### src/rtl/framebuffer_loader_pkg.sv
// Shared geometry, address widths and loader state encoding for the matriz
// framebuffer write path.
package framebuffer_loader_pkg;

  localparam int unsigned LARGURA_DEF = 320;
  localparam int unsigned ALTURA_DEF  = 240;
  localparam int unsigned LINHA_W     = 8;
  localparam int unsigned COLUNA_W    = 9;

  typedef enum logic {
    IDLE = 1'b0,
    LOAD = 1'b1
  } fbl_state_t;

endpackage

### src/rtl/framebuffer_loader_raster_counter.sv
// Next-position raster counter: column wraps into row, row wraps into frame.
// clear and advance together yield the position after the origin.
module raster_counter
  import framebuffer_loader_pkg::*;
#(
  parameter int unsigned LARGURA = LARGURA_DEF,
  parameter int unsigned ALTURA  = ALTURA_DEF
) (
  input  logic                clock,
  input  logic                reset,
  input  logic                advance,
  input  logic                clear,
  output logic [LINHA_W-1:0]  linha,
  output logic [COLUNA_W-1:0] coluna,
  output logic                last
);

  logic [LINHA_W-1:0]  base_l, nxt_l;
  logic [COLUNA_W-1:0] base_c, nxt_c;

  always_comb begin
    base_l = clear ? '0 : linha;
    base_c = clear ? '0 : coluna;
    nxt_l  = base_l;
    nxt_c  = base_c;
    if (advance) begin
      if (base_c == COLUNA_W'(LARGURA - 1)) begin
        nxt_c = '0;
        nxt_l = (base_l == LINHA_W'(ALTURA - 1)) ? '0 : base_l + LINHA_W'(1);
      end else begin
        nxt_c = base_c + COLUNA_W'(1);
      end
    end
  end

  always_ff @(posedge clock or negedge reset) begin
    if (!reset) begin
      linha  <= '0;
      coluna <= '0;
    end else begin
      linha  <= nxt_l;
      coluna <= nxt_c;
    end
  end

  assign last = (linha == LINHA_W'(ALTURA - 1)) && (coluna == COLUNA_W'(LARGURA - 1));

endmodule

### src/rtl/framebuffer_loader.sv
// Raster pixel stream to matriz framebuffer writer, gated by the arbiter grant.
module framebuffer_loader
  import framebuffer_loader_pkg::*;
#(
  parameter int unsigned LARGURA    = LARGURA_DEF,
  parameter int unsigned ALTURA     = ALTURA_DEF,
  parameter int unsigned PIXEL_BITS = 8
) (
  input  logic                  clock,
  input  logic                  reset,
  input  logic [PIXEL_BITS-1:0] pixel_in,
  input  logic                  pixel_valid,
  input  logic                  pixel_sof,
  output logic                  pixel_ready,
  input  logic                  bus_grant,
  output logic [LINHA_W-1:0]    linha,
  output logic [COLUNA_W-1:0]   coluna,
  output logic [PIXEL_BITS-1:0] byte_entrada,
  output logic                  escrever_na_matriz,
  output logic                  busy,
  output logic                  frame_done,
  output logic                  frame_error,
  output logic [7:0]            frames_loaded
);

  fbl_state_t          state;
  logic                accept;
  logic                cnt_adv, cnt_clr, cnt_last;
  logic [LINHA_W-1:0]  cnt_l;
  logic [COLUNA_W-1:0] cnt_c;

  // IDLE swallows junk beats but holds an SOF beat until the grant arrives.
  always_comb begin
    pixel_ready = 1'b0;
    if (reset) begin
      if (state == IDLE) pixel_ready = ~(pixel_valid & pixel_sof & ~bus_grant);
      else               pixel_ready = bus_grant;
    end
  end

  assign accept = pixel_valid & pixel_ready;
  assign busy   = (state == LOAD);

  always_comb begin
    cnt_adv = 1'b0;
    cnt_clr = 1'b0;
    if (accept) begin
      if (pixel_sof) begin
        cnt_clr = 1'b1;
        cnt_adv = 1'b1;
      end else if (state == LOAD) begin
        cnt_clr = cnt_last;
        cnt_adv = ~cnt_last;
      end
    end
  end

  raster_counter #(
    .LARGURA (LARGURA),
    .ALTURA  (ALTURA)
  ) u_raster_counter (
    .clock   (clock),
    .reset   (reset),
    .advance (cnt_adv),
    .clear   (cnt_clr),
    .linha   (cnt_l),
    .coluna  (cnt_c),
    .last    (cnt_last)
  );

  always_ff @(posedge clock or negedge reset) begin
    if (!reset) begin
      state              <= IDLE;
      linha              <= '0;
      coluna             <= '0;
      byte_entrada       <= '0;
      escrever_na_matriz <= 1'b0;
      frame_done         <= 1'b0;
      frame_error        <= 1'b0;
      frames_loaded      <= '0;
    end else begin
      escrever_na_matriz <= 1'b0;
      frame_done         <= 1'b0;
      frame_error        <= 1'b0;
      if (accept) begin
        case (state)
          IDLE: begin
            if (pixel_sof) begin
              linha              <= '0;
              coluna             <= '0;
              byte_entrada       <= pixel_in;
              escrever_na_matriz <= 1'b1;
              state              <= LOAD;
            end
          end
          LOAD: begin
            byte_entrada       <= pixel_in;
            escrever_na_matriz <= 1'b1;
            if (pixel_sof) begin
              linha       <= '0;
              coluna      <= '0;
              frame_error <= 1'b1;
            end else begin
              linha  <= cnt_l;
              coluna <= cnt_c;
              if (cnt_last) begin
                frame_done    <= 1'b1;
                frames_loaded <= frames_loaded + 8'd1;
                state         <= IDLE;
              end
            end
          end
          default: state <= IDLE;
        endcase
      end
    end
  end

endmodule

### config.mk
export PLATFORM = sky130hd
export DESIGN_NAME = framebuffer_loader
export DESIGN_NICKNAME = d
export VERILOG_FILES = /design/src/rtl/framebuffer_loader_pkg.sv /design/src/rtl/framebuffer_loader_raster_counter.sv /design/src/rtl/framebuffer_loader.sv
export SDC_FILE = /design/constraint.sdc
export NUM_CORES = 1
export LEC_CHECK = 0
export CAP_MARGIN = 0
export CELL_PAD_IN_SITES_DETAIL_PLACEMENT = 0
export CELL_PAD_IN_SITES_GLOBAL_PLACEMENT = 1
export CORE_UTILIZATION = 43
export CTS_CLUSTER_SIZE = 30
export DETAILED_ROUTE_END_ITERATION = 16
export GPL_ROUTABILITY_DRIVEN = 0
export PLACE_DENSITY = 0.85
export SLEW_MARGIN = 20
export SYNTH_ARGS = -nofsm -noshare
export SYNTH_HDL_FRONTEND = slang
export SYNTH_HIERARCHICAL = 1
export SYNTH_SLANG_ARGS = --single-unit
### constraint.sdc
create_clock -name clock -period 10 [get_ports clock]
set_clock_uncertainty 0.15 [all_clocks]
set_input_delay 2 -clock clock [delete_from_list [all_inputs] [get_ports clock]]
set_output_delay 2 -clock clock [all_outputs]
set_load 0.05 [all_outputs]
Word-level counts from Yosys, hierarchy flattened
Index checks and enable logic that the tools add are counted.

cells by class
  add/sub/neg operators = 3
  equal/unequal tests = 5
  multiplexer cells = 35
  bitwise operators = 8
  reductions and logical operators = 3

operators with widths
  operator               number
  $mux W8                7
  $mux W9                5
  $pmux W8 S2            2
  $eq A9 B9 Y1 const B   2
  $mux W1                18
  $pmux W9 S2            1
  $add A8 B1 Y8 const B  2
  $eq A8 B8 Y1 const B   2
  $add A9 B1 Y9 const B  1
  $not A1 Y1             5
  $pmux W1 S2            2
  $reduce_and A4 Y1      1
  $and A1 B1 Y1          3
  $ne A2 B2 Y1 const B   1
  $reduce_and A2 Y1      1
  $logic_and A1 B1 Y1    1

word-level totals
  register bits = 54
  output and inout port bits = 38

Longest topological paths before layout
Gate-level depths: netlist of the first run.

  depth after elaboration = 12
  mapped depth = 14
  mapped depth without buffers = 11

Cells and area by module
The synthesis of the first run kept the hierarchy.

by module, submodules not included
  module              instances  cells an instance  area an instance (sq um)
  framebuffer_loader  1          104                1473.9
  raster_counter      1          105                1003.5

Worst setup path before layout of the first run
Ideal clock, no wire load.

  path kind = input-to-reg
  start = input port reset
  end = register u_raster_counter.linha[4]
  arrival time = 4639 ps
  setup slack = 5134 ps
  stages = 13
  buffers on the path = 4
  cells stage by stage = and3_4 > o21ai_4 > buf_2 > nor2_1 > clkbuf_1 > nor2b_1 > clkbuf_1 > ha_1 > nand4b_2 > or4_1 > buf_2 > or4b_1 > a21oi_1

on the way
  longest elaborated chain between the ends = 8

RTL lines
  item                                           RTL line                                 RTL
  start, declared                                framebuffer_loader.sv:10                 input logic reset,
  $mux W1 *                                      framebuffer_loader.sv:35                 if (reset) begin
  $and A1 B1 Y1 *                                framebuffer_loader.sv:41                 assign accept = pixel_valid & pixel_ready;
  $mux W1 *                                      framebuffer_loader.sv:47                 if (accept) begin
  named net cnt_clr                              framebuffer_loader.sv:28                 logic cnt_adv, cnt_clr, cnt_last;
  $mux W8                                        framebuffer_loader_raster_counter.sv:22  base_l = clear ? '0 : linha;
  $add A8 B1 Y8 or $eq A8 B8 Y1 (tied branches)  framebuffer_loader_raster_counter.sv:29  nxt_l = (base_l == LINHA_W'(ALTURA - 1)) ? '0 : base_l + LINHA_W'(1);
  $mux W8                                        framebuffer_loader_raster_counter.sv:29
  $mux W8                                        framebuffer_loader_raster_counter.sv:27  if (base_c == COLUNA_W'(LARGURA - 1)) begin
  $mux W8 *                                      framebuffer_loader_raster_counter.sv:26  if (advance) begin
  named net u_raster_counter.nxt_l[4]            framebuffer_loader_raster_counter.sv:18  logic [LINHA_W-1:0] base_l, nxt_l;
  end signal, assigned                           framebuffer_loader_raster_counter.sv:41  linha <= nxt_l;
  end, declared                                  framebuffer_loader_raster_counter.sv:13  output logic [LINHA_W-1:0] linha,

Mark *: on every way through the listed nets, which the timed path passes. The rest lies on a longest branch.
A chain may end at the register's enable or synchronous reset.

Final worst setup path of the first run
  start = input port pixel_sof
  end = output port pixel_ready

on the way
  longest elaborated chain between the ends = 5

RTL lines
  item                        RTL line                  RTL
  start, declared             framebuffer_loader.sv:13  input logic pixel_sof,
  $and A1 B1 Y1 (2 in a row)  framebuffer_loader.sv:36  if (state == IDLE) pixel_ready = ~(pixel_valid & pixel_sof & ~bus_grant);
  $not A1 Y1                  framebuffer_loader.sv:36
  $mux W1                     framebuffer_loader.sv:36
  $mux W1                     framebuffer_loader.sv:35
  end, declared               framebuffer_loader.sv:14  output logic pixel_ready,

No other way between the ends.

==> results.ini, run 1 <==
[critical_path]
worstSetupPathType = input port to output pin
cp-start-kind = input port
cp_slowest_stage_delay_ns = 0.80
reg2reg_slack_ns = 6.02
crit_required_ns = 7.85
cpMaxStageDelayCell = clkdlybuf4s50_1
crit_start = pixel_sof
reg2reg_from = u_raster_counter/coluna[4]
worst_ep_arrival_time_ns = 3.69
r2r_cells = 12
r2r_end = u_raster_counter/linha[4]
crit_path_cell_trace = clkdlybuf4s50_1, a21oi_1, o21a_1, clkdlybuf4s50_1
crit_fanout = 7
end_kind = output pin
crit_top_cell = clkdlybuf4s50_1

[die]
die_area_um2 = 6070
core_area_um2 = 5540
die_height_um = 77.9
pin_count = 51
initial_core_util = 0.447
rows = 27
die_x_um = 77.9

[logic_synthesis]
synth.largest_area_cell = dfrtp_1
synth_edf_count = 0
syn-num-nets = 225
syn-cell-area_um2 = 2480
synth_top_area_frac = 0.545
yosys.area_share.adder = 0.0152
synth_top_family_by_area = simple AND/OR/NAND/NOR gates
yosys.area_share.simple = 0.193
synthXorXnorAreaFrac = 0.0460
yosys.cell_types.count = 49
synth_ff_type = dfrtp_1
netlist_instances = 209
synth_area_leaders = dfrtp_1 55%, a22o_1 6.4%, mux2_2 4.5%
avgSynthCellArea_um2 = 11.9
synth.area.mux_share = 0.0495
ys_seq_elements = 54
yosysSeqAreaShare = 0.545
synth-compound-area-share = 0.120
yosys_warnings = 6
ys_async_sr_fraction = 1.00

[pwr]
intPower_mw = 0.341
power.leakage_nw = 1.39
netSwitchingPower_mw = 0.161
ir_drop_mv = 0.100
powerDensity_nw_per_um2 = 161
clock_power_share = 0.249
swShare = 0.321
seq_power_share = 0.507
p_comb_frac = 0.244

[sta]
fin_tns_setup_ns = 0
finalSetupViolations = 0
final_hold_viol_count = 0
maxSlewViolCount = 0
worstMarginPinSlew_ns = 0.922
rsz0062_at_grt = no
fmax_ghz = 0.171
layout_min_cycle_time_ns = 5.84
slew_headroom = 0.380
setup_ws_ns = 4.16
final.period_utilization = 0.584

[routing]
dr.pass1.iters = 4
drt_iter0_drc = 82
wl_um = 4960
drt.antenna.violating_nets = 0
vias_per_cell = 5.42
dr_total_vias = 1800
routedWlPerCell_um = 14.9
drc = 0

[hold_path]
min_to = frames_loaded[7]
min_from = frames_loaded[7]
hp-class = flip-flop to flip-flop
hold_path_depth = 1

[grt]
grt_use_met3 = 0.0435
grt_max_degree = 60
use_met2 = 0.269
gr-usage-met1 = 0.251
busiest_layer = met2
grt_use_total = 0.180
overflow = 0
grt_pass1_wl_um = 8460
antenna_found_initial = 0
grt_pass1_vias = 1756

[cts]
cts_tree = yes
clk_pin_slew_ns = 0.09
clkSinkCount = 54
cts_repair_resize_count = 0
cts_hold_buf = 0
postCtsSetupBuffers = 0
cts-htree-levels = 2
clkLatencyLatePin_ns = 0.31
root_buffer = clkbuf_8
clockBufferDepth = 2
cts_buffers = 5

[final_layout]
fill_cells = 486
nets = 275
drive_gt1_frac = 0.135
n_antenna_cell = 0
area_delta_synth_final_pct = 25.8

[flow_run]
cap_violations = 0

[run_status]
status = complete, no violations

[placement]
io_buffers = 50
dp_hpwl_um = 3320
post-place-ws_ns = 4.05

## logic make-up (layout without fill, tap and decap cells)
kind of cell	count (synthesis)	after routing
flip-flops	54	54
AO/OA/AOI/OAI	40	40
multiplexers	11	11
buffers and inverters	14	65
AND/OR/NAND/NOR	74	74
adder cells (fa/ha/maj)	3	3
XOR/XNOR	13	13
## stage by stage
stage / utilization / instances / hold slack, ns / instance area, um2 / power [mW]
floorplan: - / 209 / 0.315 / 2480 / 0.336
global placement: 0.545 / 324 / 0.307 / 3020 / 0.379
detailed placement: 0.545 / 324 / 0.330 / 3020 / 0.381
CTS: 0.562 / 332 / 0.343 / 3120 / 0.507
global route: 0.562 / 332 / 0.362 / 3120 / 0.526
finish: 0.562 / 332 / 0.330 / 3120 / 0.502
## placed cells by master (no fill, tap or decap), types with 6 or more instances in the layout
cell	instances
dfrtp_1	54
clkdlybuf4s50_1	49
a22o_1	18
mux2_2	10
nor2_1	9
a21oi_1	8
xor2_1	8
nor2b_1	8
nand2_1	7
nand4_1	7
nand3_1	7
nor3_1	6
clkbuf_8	6
nand2b_1	6
o21ai_0	6
## cell type report
class / count / area, um2 / share of cell area
clock buffers: 6 / 82.6 / 0.0265
clock inverters: 2 / 12.5 / 0.00402
inverters: 5 / 18.8 / 0.00602
multi-input cells: 141 / 1050 / 0.337
flip-flops and latches: 54 / 1350 / 0.434
well taps: 72 / 90.1 / 0.0289
repair buffers: 52 / 510 / 0.164
## cell usage after synthesis (2+ instances only)
library cell / n
nand4_1: 7
buf_6: 2
nand3_1: 7
xnor2_1: 5
a21oi_1: 8
nor4_2: 2
xor2_1: 8
inv_1: 5
or3_2: 2
dfrtp_1: 54
nor2_1: 9
clkbuf_1: 2
and3_1: 3
ha_1: 3
buf_2: 3
nor3_1: 6
mux2_2: 10
o21ai_0: 6
nor2b_1: 8
a22o_1: 18
nand2_1: 7
nand2b_1: 6
nand4b_1: 2
## worst max-delay path, delay by kind of cell
kind,cells,cell delay (ns)
buffers and inverters,2,1.36
AOI/OAI and AO/OA,2,0.34
## routing by layer
layer / routed length (um) / up-vias
li1: - / 863
met1: 2470 / 876
met2: 2170 / 54
met3: 238 / 7
met4: 78 / 0
met5: 0 / -
## power groups by stage
stage          clock network (mW)  registers, mW  logic, mW
2_1_floorplan                   0          0.300     0.0359
3_3_place_gp                    0          0.259      0.121
3_5_place_dp                    0          0.258      0.123
4_1_cts                     0.130          0.254      0.123
5_1_grt                     0.140          0.258      0.128
6_report                    0.125          0.255      0.122
## registers in the layout (all words and copies together) (netlist names)
name                     cells
u_raster_counter/linha       8
frames_loaded                8
byte_entrada                 8
u_raster_counter/coluna      9
linha                        8
frame_error                  1
frame_done                   1
escrever_na_matriz           1
busy                         1
coluna                       9
## worst max-delay path by stage
stage | endpoint | slack (ns) | cells past startpoint
after floorplan | u_raster_counter/linha[4] | 5.13 | 13
after global routing | pixel_ready | 4.01 | 4
after detailed placement | u_raster_counter/linha[4] | 4.05 | 10
after global placement | pixel_ready | 4.15 | 4
after CTS | pixel_ready | 4.13 | 4
final | pixel_ready | 4.16 | 4
Note: power is estimated with default switching activity, not from simulation.
==> inputs of run 2 (changes only) <==
--- a/config.mk
+++ b/config.mk
@@ -8,11 +8,11 @@
 export CAP_MARGIN = 0
 export CELL_PAD_IN_SITES_DETAIL_PLACEMENT = 0
 export CELL_PAD_IN_SITES_GLOBAL_PLACEMENT = 1
-export CORE_UTILIZATION = 43
+export CORE_UTILIZATION = 36
 export CTS_CLUSTER_SIZE = 30
 export DETAILED_ROUTE_END_ITERATION = 16
 export GPL_ROUTABILITY_DRIVEN = 0
-export PLACE_DENSITY = 0.85
+export PLACE_DENSITY = 0.76
 export SLEW_MARGIN = 20
 export SYNTH_ARGS = -nofsm -noshare
 export SYNTH_HDL_FRONTEND = slang
==> constraint.sdc (replaced) <==
create_clock -name clock -period 5.11 [get_ports clock]
set_clock_uncertainty 0.15 [all_clocks]
set_input_delay 1.022 -clock clock [delete_from_list [all_inputs] [get_ports clock]]
set_output_delay 1.022 -clock clock [all_outputs]
set_load 0.05 [all_outputs]
==> run 2 against run 1 <==
The flow now finishes with violations (DRC). Register-to-register slack worse by 4.5 ns. Highest routed layer unchanged. Power up 110%. Die area increased by 19%. Sequential cell count is the same. First-iteration DRC count is 6.1% lower. Via count increased by 1.1%. Clock-buffer cell count grew 1.
==> results.ini, run 2 (synthesis gave the netlist of run 1 again) <==
[flow_run]
cap_violations = 0  ; unchanged

[cts]
cts_hold_buf = 0  ; unchanged
postCtsSetupBuffers = 0  ; unchanged
cts_tree = yes  ; unchanged
clkLatencyLatePin_ns = 0.31  ; about the same
cts_repair_resize_count = 0  ; unchanged
cts_buffers = 5  ; unchanged
root_buffer = clkbuf_8  ; unchanged
clkSinkCount = 54  ; unchanged
clockBufferDepth = 2  ; unchanged
cts-htree-levels = 2  ; unchanged
clk_pin_slew_ns = 0.10  ; was 0.09 ns

[sta]
worstMarginPinSlew_ns = 0.710  ; was 0.922 ns
finalSetupViolations = 0  ; unchanged
fin_tns_setup_ns = 0  ; unchanged
layout_min_cycle_time_ns = 4.04
fmax_ghz = 0.248
final_hold_viol_count = 0  ; unchanged
slew_headroom = 0.527  ; was 0.380
maxSlewViolCount = 0  ; unchanged
rsz0062_at_grt = no  ; unchanged
final.period_utilization = 0.790
hold_slack_ns = 0.316  ; was 0.330 ns

[routing]
dr_total_vias = 1820  ; was 1800
vias_per_cell = 5.32  ; was 5.42
wl_um = 5110  ; was 4960 um
drt_iter0_drc = 77  ; was 82
dr.pass1.iters = 12  ; was 4
drc = 3  ; was 0
drt.antenna.violating_nets = 0  ; unchanged
routedWlPerCell_um = 14.9  ; about the same

[grt]
overflow = 0  ; unchanged
grt_pass1_wl_um = 8660  ; was 8460 um
grt_max_degree = 59  ; was 60
antenna_found_initial = 0  ; unchanged
grt_pass1_vias = 1817  ; was 1756
grt_use_total = 0.155  ; was 0.180

[die]
rows = 29  ; was 27
die_x_um = 85.0  ; was 77.9 um
initial_core_util = 0.381  ; was 0.447
core_area_um2 = 6490  ; was 5540 um2
die_area_um2 = 7220  ; was 6070 um2
die_height_um = 85.0  ; was 77.9 um
pin_count = 51  ; unchanged

[critical_path]
end_kind = flip-flop  ; was output pin
cpMaxStageDelayCell = or4_1  ; was clkdlybuf4s50_1
crit_top_cell = a21oi_1  ; was clkdlybuf4s50_1
cp-start-kind = input port  ; unchanged
cp_slowest_stage_delay_ns = 0.60  ; was 0.80 ns
crit_required_ns = 5.21  ; was 7.85 ns
r2r_cells = 13  ; was 12
worst_ep_arrival_time_ns = 4.13  ; was 3.69 ns
worstSetupPathType = input port to flip-flop  ; was input port to output pin
crit_path_cell_trace = clkdlybuf4s50_1, and3_4, o21ai_4, buf_4, a21oi_1, nand4b_2, or4_1, or4b_1, a21oi_1  ; was clkdlybuf4s50_1, a21oi_1, o21a_1, clkdlybuf4s50_1
crit_fanout = 27  ; was 7

[run_status]
status = complete, but fails checks  ; was complete, no violations
violations = DRC

[pwr]
powerDensity_nw_per_um2 = 325  ; was 161 nW/um2
report.power.total_mw = 1.03  ; was 0.502 mW
ir_drop_mv = 0.223  ; was 0.100 mV
power.leakage_nw = 1.42  ; was 1.39 nW

[final_layout]
layout_commonest_cell = dfrtp_1  ; unchanged
fill_cells = 591  ; was 486
area_delta_synth_final_pct = 28.0  ; was 25.8%
drive_gt1_frac = 0.143  ; was 0.135
n_antenna_cell = 0  ; unchanged
design_area_um2 = 3170  ; was 3120 um2
reg.largest.list = coluna x9, u_raster_counter/coluna x9  ; unchanged
nets = 280  ; was 275
final_cell_mix = 54 x dfrtp_1, 49 x clkdlybuf4s50_1, 18 x a22o_1  ; unchanged

[hold_path]
hp-class = flip-flop to flip-flop  ; unchanged
hold_path_depth = 1  ; unchanged

[placement]
postPlaceCellArea_um2 = 3060  ; was 3020 um2
io_buffers = 50  ; unchanged
dp_hpwl_um = 3470  ; was 3320 um

==> run 2: cell count changes in the layout (fill, tap and decap cells not counted) <==
cell and delta:
clkinvlp_4 -1, bufinv_16 +1, clkbuf_8 -1, clkinv_2 -1
buf_4 +5, clkbuf_1 +2
==> run 2: critical path: cells and delay by family <==
| kind | cells | cell delay (ns) |
|---|---|---|
| simple gates | 4 | 1.63 |
| buf+inv | 2 | 0.80 |
| compound gates | 3 | 0.68 |
==> run 2: path summary, 6_finish.rpt <==
| check | from | to | slack [ns] |
|---|---|---|---|
| hold / removal | frames_loaded[7] | frames_loaded[7] | 0.32 |
| max in group asynchronous | reset | byte_entrada[5] | 3.59 |
| setup / recovery | pixel_valid | u_raster_counter/linha[4] | 1.07 |
| hold reg to reg | frames_loaded[7] | frames_loaded[7] | 0.32 |
| min in group asynchronous | reset | linha[4] | 0.75 |
| setup reg to reg | u_raster_counter/coluna[3] | u_raster_counter/linha[4] | 1.49 |
==> run 2: metrics by stage <==
stage	utilization	cells	setup slack, ns
after floorplan	-	209	1.22
after global placement	0.472	334	0.835
after detailed placement	0.472	334	0.764
after CTS	0.488	342	1.09
after global routing	0.488	342	0.890
final	0.488	342	1.07
==> run 2: final cells by class <==
type / instances / area (um2) / area share
clock buffers: 7 / 76.3 / 0.0241
clock inverters: 1 / 30.0 / 0.00947
inverters: 5 / 18.8 / 0.00592
multi-input cells: 141 / 1050 / 0.331
flip-flops and latches: 54 / 1350 / 0.426
well taps: 77 / 96.3 / 0.0304
repair buffers: 57 / 548 / 0.173
==> run 2: per-layer routing <==
metal | global-route usage | part of all wire | wire length [um]
met3 | 0.0389 | 0.042 | 217
met2 | 0.243 | 0.46 | 2350
met4 | 0.0693 | 0.017 | 85
met1 | 0.204 | 0.48 | 2460
met5 | 0 | 0 | 0
==> run 2: report_power, final <==
| group | internal (mW) | switching (mW) | total [mW] |
|---|---|---|---|
| clock | 0.147 | 0.135 | 0.282 |
| sequential | 0.466 | 0.0336 | 0.499 |
| combinational | 0.0974 | 0.152 | 0.250 |
